**config.mk**
```make
export PLATFORM = sky130hd
export DESIGN_NAME = aes_result_writer_flat
export DESIGN_NICKNAME = d
export VERILOG_FILES = /design/src/rtl/aes_sd_pkg.sv /design/src/rtl/aes_result_writer_if.sv /design/src/rtl/aes_word_serializer.sv /design/src/rtl/aes_result_writer.sv /design/src/flat_wrapper.sv
export SDC_FILE = /design/constraint.sdc
export NUM_CORES = 1
export LEC_CHECK = 0
export CAP_MARGIN = 15
export CORE_ASPECT_RATIO = 1.1
export CORE_MARGIN = 2
export CORE_UTILIZATION = 52
export CTS_BUF_LIST = sky130_fd_sc_hd__clkbuf_4 sky130_fd_sc_hd__clkbuf_8
export CTS_CLUSTER_DIAMETER = 150
export DETAILED_ROUTE_END_ITERATION = 7
export PLACE_DENSITY = 0.84
export RECOVER_POWER = 25
export SETUP_SLACK_MARGIN = 0.05
export SLEW_MARGIN = 20
export SYNTH_ARGS = -nofsm -noshare
export SYNTH_HDL_FRONTEND = slang
export SYNTH_SLANG_ARGS = --single-unit
```
**constraint.sdc**
```tcl
create_clock -name iCLK -period 2.75 [get_ports iCLK]
set_input_delay 0.4125 -clock iCLK [delete_from_list [all_inputs] [get_ports iCLK]]
set_output_delay 0.4125 -clock iCLK [all_outputs]
set_load 0.03 [all_outputs]
```
**src/rtl/aes_sd_pkg.sv**
```systemverilog
// Shared definitions for the AES/SDRAM datapath: mode encodings, FSM states, bus widths.
// Used by both the result writer and the read/AES stage.
package aes_sd_pkg;

  localparam int DATA_W = 16;
  localparam int BLK_W  = 128;
  localparam int WORDS  = BLK_W / DATA_W;
  localparam int IDX_W  = $clog2(WORDS);

  typedef logic [1:0] mode_t;
  localparam mode_t MODE_ENC = 2'b10;
  localparam mode_t MODE_DEC = 2'b01;
  localparam mode_t MODE_BAD = 2'b11;

  localparam logic [DATA_W-1:0] TERM_WORD = 16'hFFFF;

  typedef enum logic [2:0] {
    S_IDLE       = 3'd0,
    S_WAIT_SPACE = 3'd1,
    S_GAP        = 3'd2,
    S_ISSUE      = 3'd3,
    S_TERM       = 3'd4,
    S_DONE       = 3'd5
  } state_t;

  function automatic logic mode_legal(mode_t m);
    return (m == MODE_ENC) || (m == MODE_DEC);
  endfunction

endpackage

```
**src/rtl/aes_result_writer_if.sv**
```systemverilog
// Block-in / FIFO-out bundle of the result writer; slave = writer, master = its environment.
// Signal names follow the engine's established top-level port names.
interface aes_result_writer_if;
  import aes_sd_pkg::*;

  logic              iBLK_VALID;
  logic              oBLK_READY;
  logic [BLK_W-1:0]  iBLK_DATA;
  mode_t             iMODE;
  logic [15:0]       iWriteUse;
  logic              iSDRAM_write;
  logic              oWrite;
  logic [DATA_W-1:0] oWritedata;
  logic [1:0]        oDONE;
  logic [19:0]       oBlkCount;
  logic [2:0]        oState;

  modport slave (
    input  iBLK_VALID, iBLK_DATA, iMODE, iWriteUse, iSDRAM_write,
    output oBLK_READY, oWrite, oWritedata, oDONE, oBlkCount, oState
  );

  modport master (
    output iBLK_VALID, iBLK_DATA, iMODE, iWriteUse, iSDRAM_write,
    input  oBLK_READY, oWrite, oWritedata, oDONE, oBlkCount, oState
  );

endinterface

```
**src/rtl/aes_word_serializer.sv**
```systemverilog
// Holds one 128-bit block and presents it 16 bits at a time, LSW first; word valid the cycle after load.
// No backpressure of its own: advances only when the owner pulses shift.
module aes_word_serializer
  import aes_sd_pkg::*;
(
  input  logic              clk,
  input  logic              rst_n,
  input  logic              load,
  input  logic [BLK_W-1:0]  blk,
  input  logic              shift,
  output logic [DATA_W-1:0] word,
  output logic              last
);

  logic [BLK_W-1:0] sreg;
  logic [IDX_W-1:0] idx;

  always_ff @(posedge clk or negedge rst_n) begin
    if (!rst_n) begin
      sreg <= '0;
      idx  <= '0;
    end else if (load) begin
      sreg <= blk;
      idx  <= '0;
    end else if (shift) begin
      sreg <= {{DATA_W{1'b0}}, sreg[BLK_W-1:DATA_W]};
      idx  <= idx + IDX_W'(1);
    end
  end

  assign word = sreg[DATA_W-1:0];
  assign last = (idx == IDX_W'(WORDS - 1));

endmodule

```
**src/rtl/aes_result_writer.sv**
```systemverilog
// Serialises accepted AES blocks into 8 paced FIFO write strobes; first strobe GAP+1 cycles after capture.
// Blocks refused outside IDLE; a block starts only with FIFO below FIFO_HI and the SDRAM side idle.
module aes_result_writer
  import aes_sd_pkg::*;
#(
  parameter int unsigned GAP          = 8,
  parameter logic [15:0] FIFO_HI      = 16'h0100,
  parameter logic [19:0] BLOCK_TARGET = 20'h10000
)
(
  input  logic iCLK,
  input  logic iRST_n,
  aes_result_writer_if.slave bus
);

  localparam logic [7:0] GAP_LAST = 8'(GAP - 1);

  state_t            state, state_d;
  logic [7:0]        cnt, cnt_d;
  logic              write_q, write_d;
  logic [DATA_W-1:0] wdata_q, wdata_d;
  logic              ready_q, ready_d;
  logic [1:0]        done_q, done_d;
  logic [19:0]       blkcnt_q, blkcnt_d;
  mode_t             mode_q, mode_d;
  logic              illegal_q, illegal_d;

  logic              load, shift, ser_last;
  logic [DATA_W-1:0] ser_word;

  aes_word_serializer u_ser (
    .clk   (iCLK),
    .rst_n (iRST_n),
    .load  (load),
    .blk   (bus.iBLK_DATA),
    .shift (shift),
    .word  (ser_word),
    .last  (ser_last)
  );

  always_ff @(posedge iCLK or negedge iRST_n) begin
    if (!iRST_n) begin
      state     <= S_IDLE;
      cnt       <= '0;
      write_q   <= 1'b0;
      wdata_q   <= '0;
      ready_q   <= 1'b0;
      done_q    <= 2'b00;
      blkcnt_q  <= '0;
      mode_q    <= 2'b00;
      illegal_q <= 1'b0;
    end else begin
      state     <= state_d;
      cnt       <= cnt_d;
      write_q   <= write_d;
      wdata_q   <= wdata_d;
      ready_q   <= ready_d;
      done_q    <= done_d;
      blkcnt_q  <= blkcnt_d;
      mode_q    <= mode_d;
      illegal_q <= illegal_d;
    end
  end

  always_comb begin
    state_d   = state;
    cnt_d     = cnt;
    write_d   = 1'b0;
    wdata_d   = wdata_q;
    done_d    = done_q;
    blkcnt_d  = blkcnt_q;
    mode_d    = mode_q;
    illegal_d = illegal_q;
    load      = 1'b0;
    shift     = 1'b0;

    case (state)
      S_IDLE: begin
        if (bus.iBLK_VALID && ready_q) begin
          load    = 1'b1;
          mode_d  = bus.iMODE;
          state_d = S_WAIT_SPACE;
          if (!mode_legal(bus.iMODE)) illegal_d = 1'b1;
        end
      end
      // Space is checked once per block; the 8 words then go out regardless of fill level.
      S_WAIT_SPACE: begin
        if ((bus.iWriteUse < FIFO_HI) && !bus.iSDRAM_write) begin
          cnt_d   = '0;
          state_d = S_GAP;
        end
      end
      S_GAP: begin
        if (cnt == GAP_LAST) begin
          write_d = 1'b1;
          wdata_d = ser_word;
          state_d = S_ISSUE;
        end else begin
          cnt_d = cnt + 8'd1;
        end
      end
      S_ISSUE: begin
        if (!ser_last) begin
          shift   = 1'b1;
          cnt_d   = '0;
          state_d = S_GAP;
        end else begin
          blkcnt_d = blkcnt_q + 20'd1;
          state_d  = (blkcnt_d == BLOCK_TARGET) ? S_TERM : S_IDLE;
        end
      end
      S_TERM: begin
        wdata_d = TERM_WORD;
        done_d  = illegal_q ? MODE_BAD : mode_q;
        state_d = S_DONE;
      end
      S_DONE: begin
      end
      default: state_d = S_IDLE;
    endcase
  end

  assign ready_d = (state_d == S_IDLE) && (done_d == 2'b00);

  assign bus.oBLK_READY = ready_q;
  assign bus.oWrite     = write_q;
  assign bus.oWritedata = wdata_q;
  assign bus.oDONE      = done_q;
  assign bus.oBlkCount  = blkcnt_q;
  assign bus.oState     = state;

endmodule
```
**src/flat_wrapper.sv**
```systemverilog
// flat-port wrapper written by rule: the top's interface ports become plain ports
module aes_result_writer_flat import aes_sd_pkg::*;
#(
  parameter int unsigned GAP          = 8,
  parameter logic [15:0] FIFO_HI      = 16'h0100,
  parameter logic [19:0] BLOCK_TARGET = 20'h10000
)
  (iCLK, iRST_n, bus_iBLK_VALID, bus_iBLK_DATA, bus_iMODE, bus_iWriteUse, bus_iSDRAM_write, bus_oBLK_READY, bus_oWrite, bus_oWritedata, bus_oDONE, bus_oBlkCount, bus_oState);
  aes_result_writer_if bus_i ();
  input  logic iCLK;
  input  logic iRST_n;
  input wire logic [$bits(bus_i.iBLK_VALID)-1:0] bus_iBLK_VALID;
  input wire logic [$bits(bus_i.iBLK_DATA)-1:0] bus_iBLK_DATA;
  input wire logic [$bits(bus_i.iMODE)-1:0] bus_iMODE;
  input wire logic [$bits(bus_i.iWriteUse)-1:0] bus_iWriteUse;
  input wire logic [$bits(bus_i.iSDRAM_write)-1:0] bus_iSDRAM_write;
  output wire logic [$bits(bus_i.oBLK_READY)-1:0] bus_oBLK_READY;
  output wire logic [$bits(bus_i.oWrite)-1:0] bus_oWrite;
  output wire logic [$bits(bus_i.oWritedata)-1:0] bus_oWritedata;
  output wire logic [$bits(bus_i.oDONE)-1:0] bus_oDONE;
  output wire logic [$bits(bus_i.oBlkCount)-1:0] bus_oBlkCount;
  output wire logic [$bits(bus_i.oState)-1:0] bus_oState;
  assign bus_i.iBLK_VALID = bus_iBLK_VALID;
  assign bus_i.iBLK_DATA = bus_iBLK_DATA;
  assign bus_i.iMODE = bus_iMODE;
  assign bus_i.iWriteUse = bus_iWriteUse;
  assign bus_i.iSDRAM_write = bus_iSDRAM_write;
  assign bus_oBLK_READY = bus_i.oBLK_READY;
  assign bus_oWrite = bus_i.oWrite;
  assign bus_oWritedata = bus_i.oWritedata;
  assign bus_oDONE = bus_i.oDONE;
  assign bus_oBlkCount = bus_i.oBlkCount;
  assign bus_oState = bus_i.oState;
  aes_result_writer #(.GAP(GAP), .FIFO_HI(FIFO_HI), .BLOCK_TARGET(BLOCK_TARGET)) u_core (.iCLK(iCLK), .iRST_n(iRST_n), .bus(bus_i));
endmodule
```
==> impl_results.md <==
* Count of routing violations after the opening detailed-route iteration at 685
* Initial cell density of the core at 0.5261
* Result of the run: finished, violations left
* Overflow after GRT at 0
* Die X-Extent at 123.6 um
* Root cell of the clock tree: clkbuf_8
* Global placement routability congestion at 0.8872
* Floorplan die area at 16760 um^2
* Number of hold buffers added after CTS at 1
* Global-route wire length before repair at 32250 um
* Largest cells by area after synthesis: dfrtp_1, nand2_1, a22oi_1
* Proportion of netlist area held by the largest area contributor at 0.5657
* Number of primary I/O pins at 193
* Placed cells at 1207
* Portion of total power attributed to the clock network at 0.226
* Path type of the worst min-delay path: flip-flop to flip-flop
* Maximum single-stage delay on the critical path at 530 ps
* Combined buffer and inverter count along the critical path at 0
* Via/cell ratio at 5.506
* Critical path start-end classification: flip-flop to flip-flop
* Timing startpoint of the critical path: u_core.bus.oBlkCount[0]
* Synth unique cells at 52
* Max-slew violation count at 75
* DP Area at 10200 um^2
* Number of antenna violations at the first check in global routing at 0
* Cell type of the slowest stage on the worst timing path: or4_4
* Setup violation total in the final timing report at 0
* Pre-Repair DR Iteration Count at 6
* Yosys synthesis warning count at 0
* Number of logic stages on the critical path including buffering at 7
* Fraction of synthesized area in multiplexers at 0.01376
* Power density normalized to cell area at 733.0 nW/um^2
* # DRC at 0
* Most common cell after layout, fill and taps aside: nand2_1
* Number of global-route vias before repair at 6578
* Largest family of logic cells by synthesized area: simple AND/OR/NAND/NOR gates
* Required time at the worst-slack endpoint at 3100 ps
* Max-slew headroom at the worst pin at -0.2712
* Synth Cell Area at 8183 um^2
* Unrepaired setup endpoints after global routing: false
* Setup crit start kind: flip-flop
* Final design instance area without fill at 10580 um^2
* FMAX at 403.6 MHz
* Worst supply voltage drop on vdd at 0.4159 mV
* Clock transition at the registers of the reported paths at 90 ps
* Count of buffers inserted at the top-level ports at 184
* Number of hold-slack violations in the final timing report at 0
* Final #Nets at 1181
* Worst R2R Path Depth at 7
* Min-delay src: u_core.u_ser.sreg[102]
* Fillcell total at 1208
* Layout Area Growth over Synthesis at 29.31%
* Clock net sink count at 185
* Worst setup slack for register-to-register paths at 270 ps
* Core region area at 15550 um^2
* N_diodes at 0
* Leading register cell type out of synthesis: dfrtp_1
* Reported leakage power at 0.004906 uW
* CP cell instances: ha_1 > nand3_2 > or4_4 > nor3_1 > o22ai_1 > or4_1 > and2_1
* Final Instance Count excl. Fillers at 1240
* Reg-to-reg startpoint: u_core.bus.oBlkCount[0]
* Pin count of the biggest net entering global routing at 155
* Xor-xnor portion of the synthesized cell area at 0.02676
* Category of cells accounting for the largest share of critical-path delay: simple AND/OR/NAND/NOR gates
* Final period util at 0.9010
* Failing checks: max-capacitance violations, max-slew violations
* Net switching power at 2555 uW
* Logic gate share of total power at 0.223
* Cts bufs inserted at 17
* Critical Path Sink Type: flip-flop
* Post-CTS Repair Setup Buffers at 0
* Sequential area share after synthesis at 0.5657
* Worst-path fanout max at 7
* Reg power frac at 0.550
* Compound-gate portion of the synthesized area at 0.1410
* Worst clock skew at 12.91 ps
* Biggest area consumer among synthesized cells: dfrtp_1
* FF-to-FF End: u_core.bus.oBLK_READY
* Worst Setup EP: u_core.bus.oBLK_READY
* Post-synthesis simple-gate area fraction at 0.2159
* Wirelength, routed at 19500 um
* Arrival time of the worst setup path at 2830 ps
* Register bit total from synthesis at 185
* Residual antenna-violating net count after detailed routing at 0
* Utilization after layout at 0.6803
* Die H at 135.6 um
* GRT Total Usage at 0.2438
* Internal Pwr Total at 5201 uW
* Instance count of the mapped netlist at 867
* Num rows at 48
* Number of synthesized flops with an enable pin at 0
* CTS tree: done
* Net count of the mapped netlist at 1021
* Switching portion of total power at 0.3294
* H-tree level count at 4
* Number of instances resized during post-cts repair at 0
* Half-perimeter wire length after detailed placement at 13240 um
* Transition time of the tightest slew-check pin at 1907 ps
* Number of vias in the routed layout at 6827
* Async set or reset register ratio after synthesis at 1.000
* Avg Inst Size Synth at 9.438 um^2
* Final period demand of the worst path at 2478 ps
* Share of cells above drive strength 1 at 0.06058
* Hold Worst Slack at 482.8 ps
* Number of maximum-capacitance constraint violations at 1
* Detailed-route wire length per cell at 15.72 um
* Adder-cell share of the synthesized area at 0.006116
* Maximum buffer depth of the clock tree at 2
* Source-to-sink clock delay at the later pin of the worst-skew pair at 460 ps
* Top library cells by usage in the layout, fill and taps aside: nand2_1, dfrtp_1, clkdlybuf4s50_1, a22oi_1, o21ai_0
* Setup TNS after final layout at 0 ps
-- metal layers --
layer | track usage | vias to the layer above | wire length, um
li1 | - | 3316 | -
met1 | 0.3361 | 3232 | 8199
met2 | 0.3739 | 246 | 9397
met3 | 0.06187 | 33 | 1433
met4 | 0.08838 | 0 | 466
met5 | 0 | - | 0
-- state kept, by name, indices dropped and copies added, names as in the netlist, 2 cells and up --
name / flops
u_core.bus.oBlkCount: 20
u_core.u_ser.sreg: 128
u_core.u_ser.idx: 3
u_core.cnt: 8
u_core.bus.oWritedata: 16
u_core.bus.oState: 3
u_core.mode_q: 2
u_core.bus.oDONE: 2
-- cell usage after synthesis (9+ instances only) --
master    number
nand3_1       26
nand4_1       12
xor2_1        10
mux2i_1        9
a22oi_1      104
nand2_1      316
dfrtp_1      185
nor2_1        23
xnor2_1       15
o21ai_0       43
clkbuf_1      41
-- worst register-to-register path, cell delays in order, from the launching register on --
cell and delay [ps]:
dfrtp_1 470, ha_1 270, nand3_2 180, or4_4 530, nor3_1 200, o22ai_1 110
or4_1 450, and2_1 170
-- cell type report --
type                    instances  area [um^2]  area share
repair buffers                196         1983      0.1874
flip-flops and latches        185         4629      0.4375
multi-input cells             624         3322      0.3139
inverters                       3        11.26    0.001064
clock inverters                14        143.9     0.01360
clock buffers                  18        241.5     0.02282
well taps                     200        250.2     0.02365
-- cell families (layout without fill, tap and decap cells) --
kind of cell / after synthesis / in the layout
buffers and inverters: 58 / 231
adders and majority gates: 4 / 4
AOI/OAI and AO/OA: 168 / 168
and+or+nand+nor: 416 / 416
muxes: 11 / 11
xor gates and xnor gates: 25 / 25
DFF: 185 / 185
-- power groups by stage --
| stage | logic [uW] | clock network (uW) | registers [uW] |
|---|---|---|---|
| global route | 2020 | 1910 | 4390 |
| global placement | 1660 | 0 | 4260 |
| CTS | 1760 | 1790 | 4260 |
| floorplan | 1160 | 0 | 4150 |
| detailed placement | 1740 | 0 | 4320 |
| finish | 1730 | 1760 | 4270 |
-- stage by stage --
step	total power, uW	setup WS (ps)
after floorplan	5310	337.1
after global placement	5929	326.9
after detailed placement	6057	300.1
after CTS	7810	283.5
after global routing	8320	137.7
final	7756	272.2
-- worst min path at each step --
| stage | to | cells past startpoint | slack (ps) |
|---|---|---|---|
| 2_1_floorplan | u_core.bus.oBLK_READY | 0 | 120 |
| 3_3_place_gp | u_core.u_ser.sreg[14] | 2 | 460 |
| 3_5_place_dp | u_core.u_ser.sreg[5] | 2 | 460 |
| 4_1_cts | u_core.u_ser.sreg[125] | 3 | 470 |
| 5_1_grt | u_core.u_ser.sreg[123] | 3 | 500 |
| 6_report | u_core.u_ser.sreg[102] | 2 | 480 |
Power figures use the tool's default switching activity.
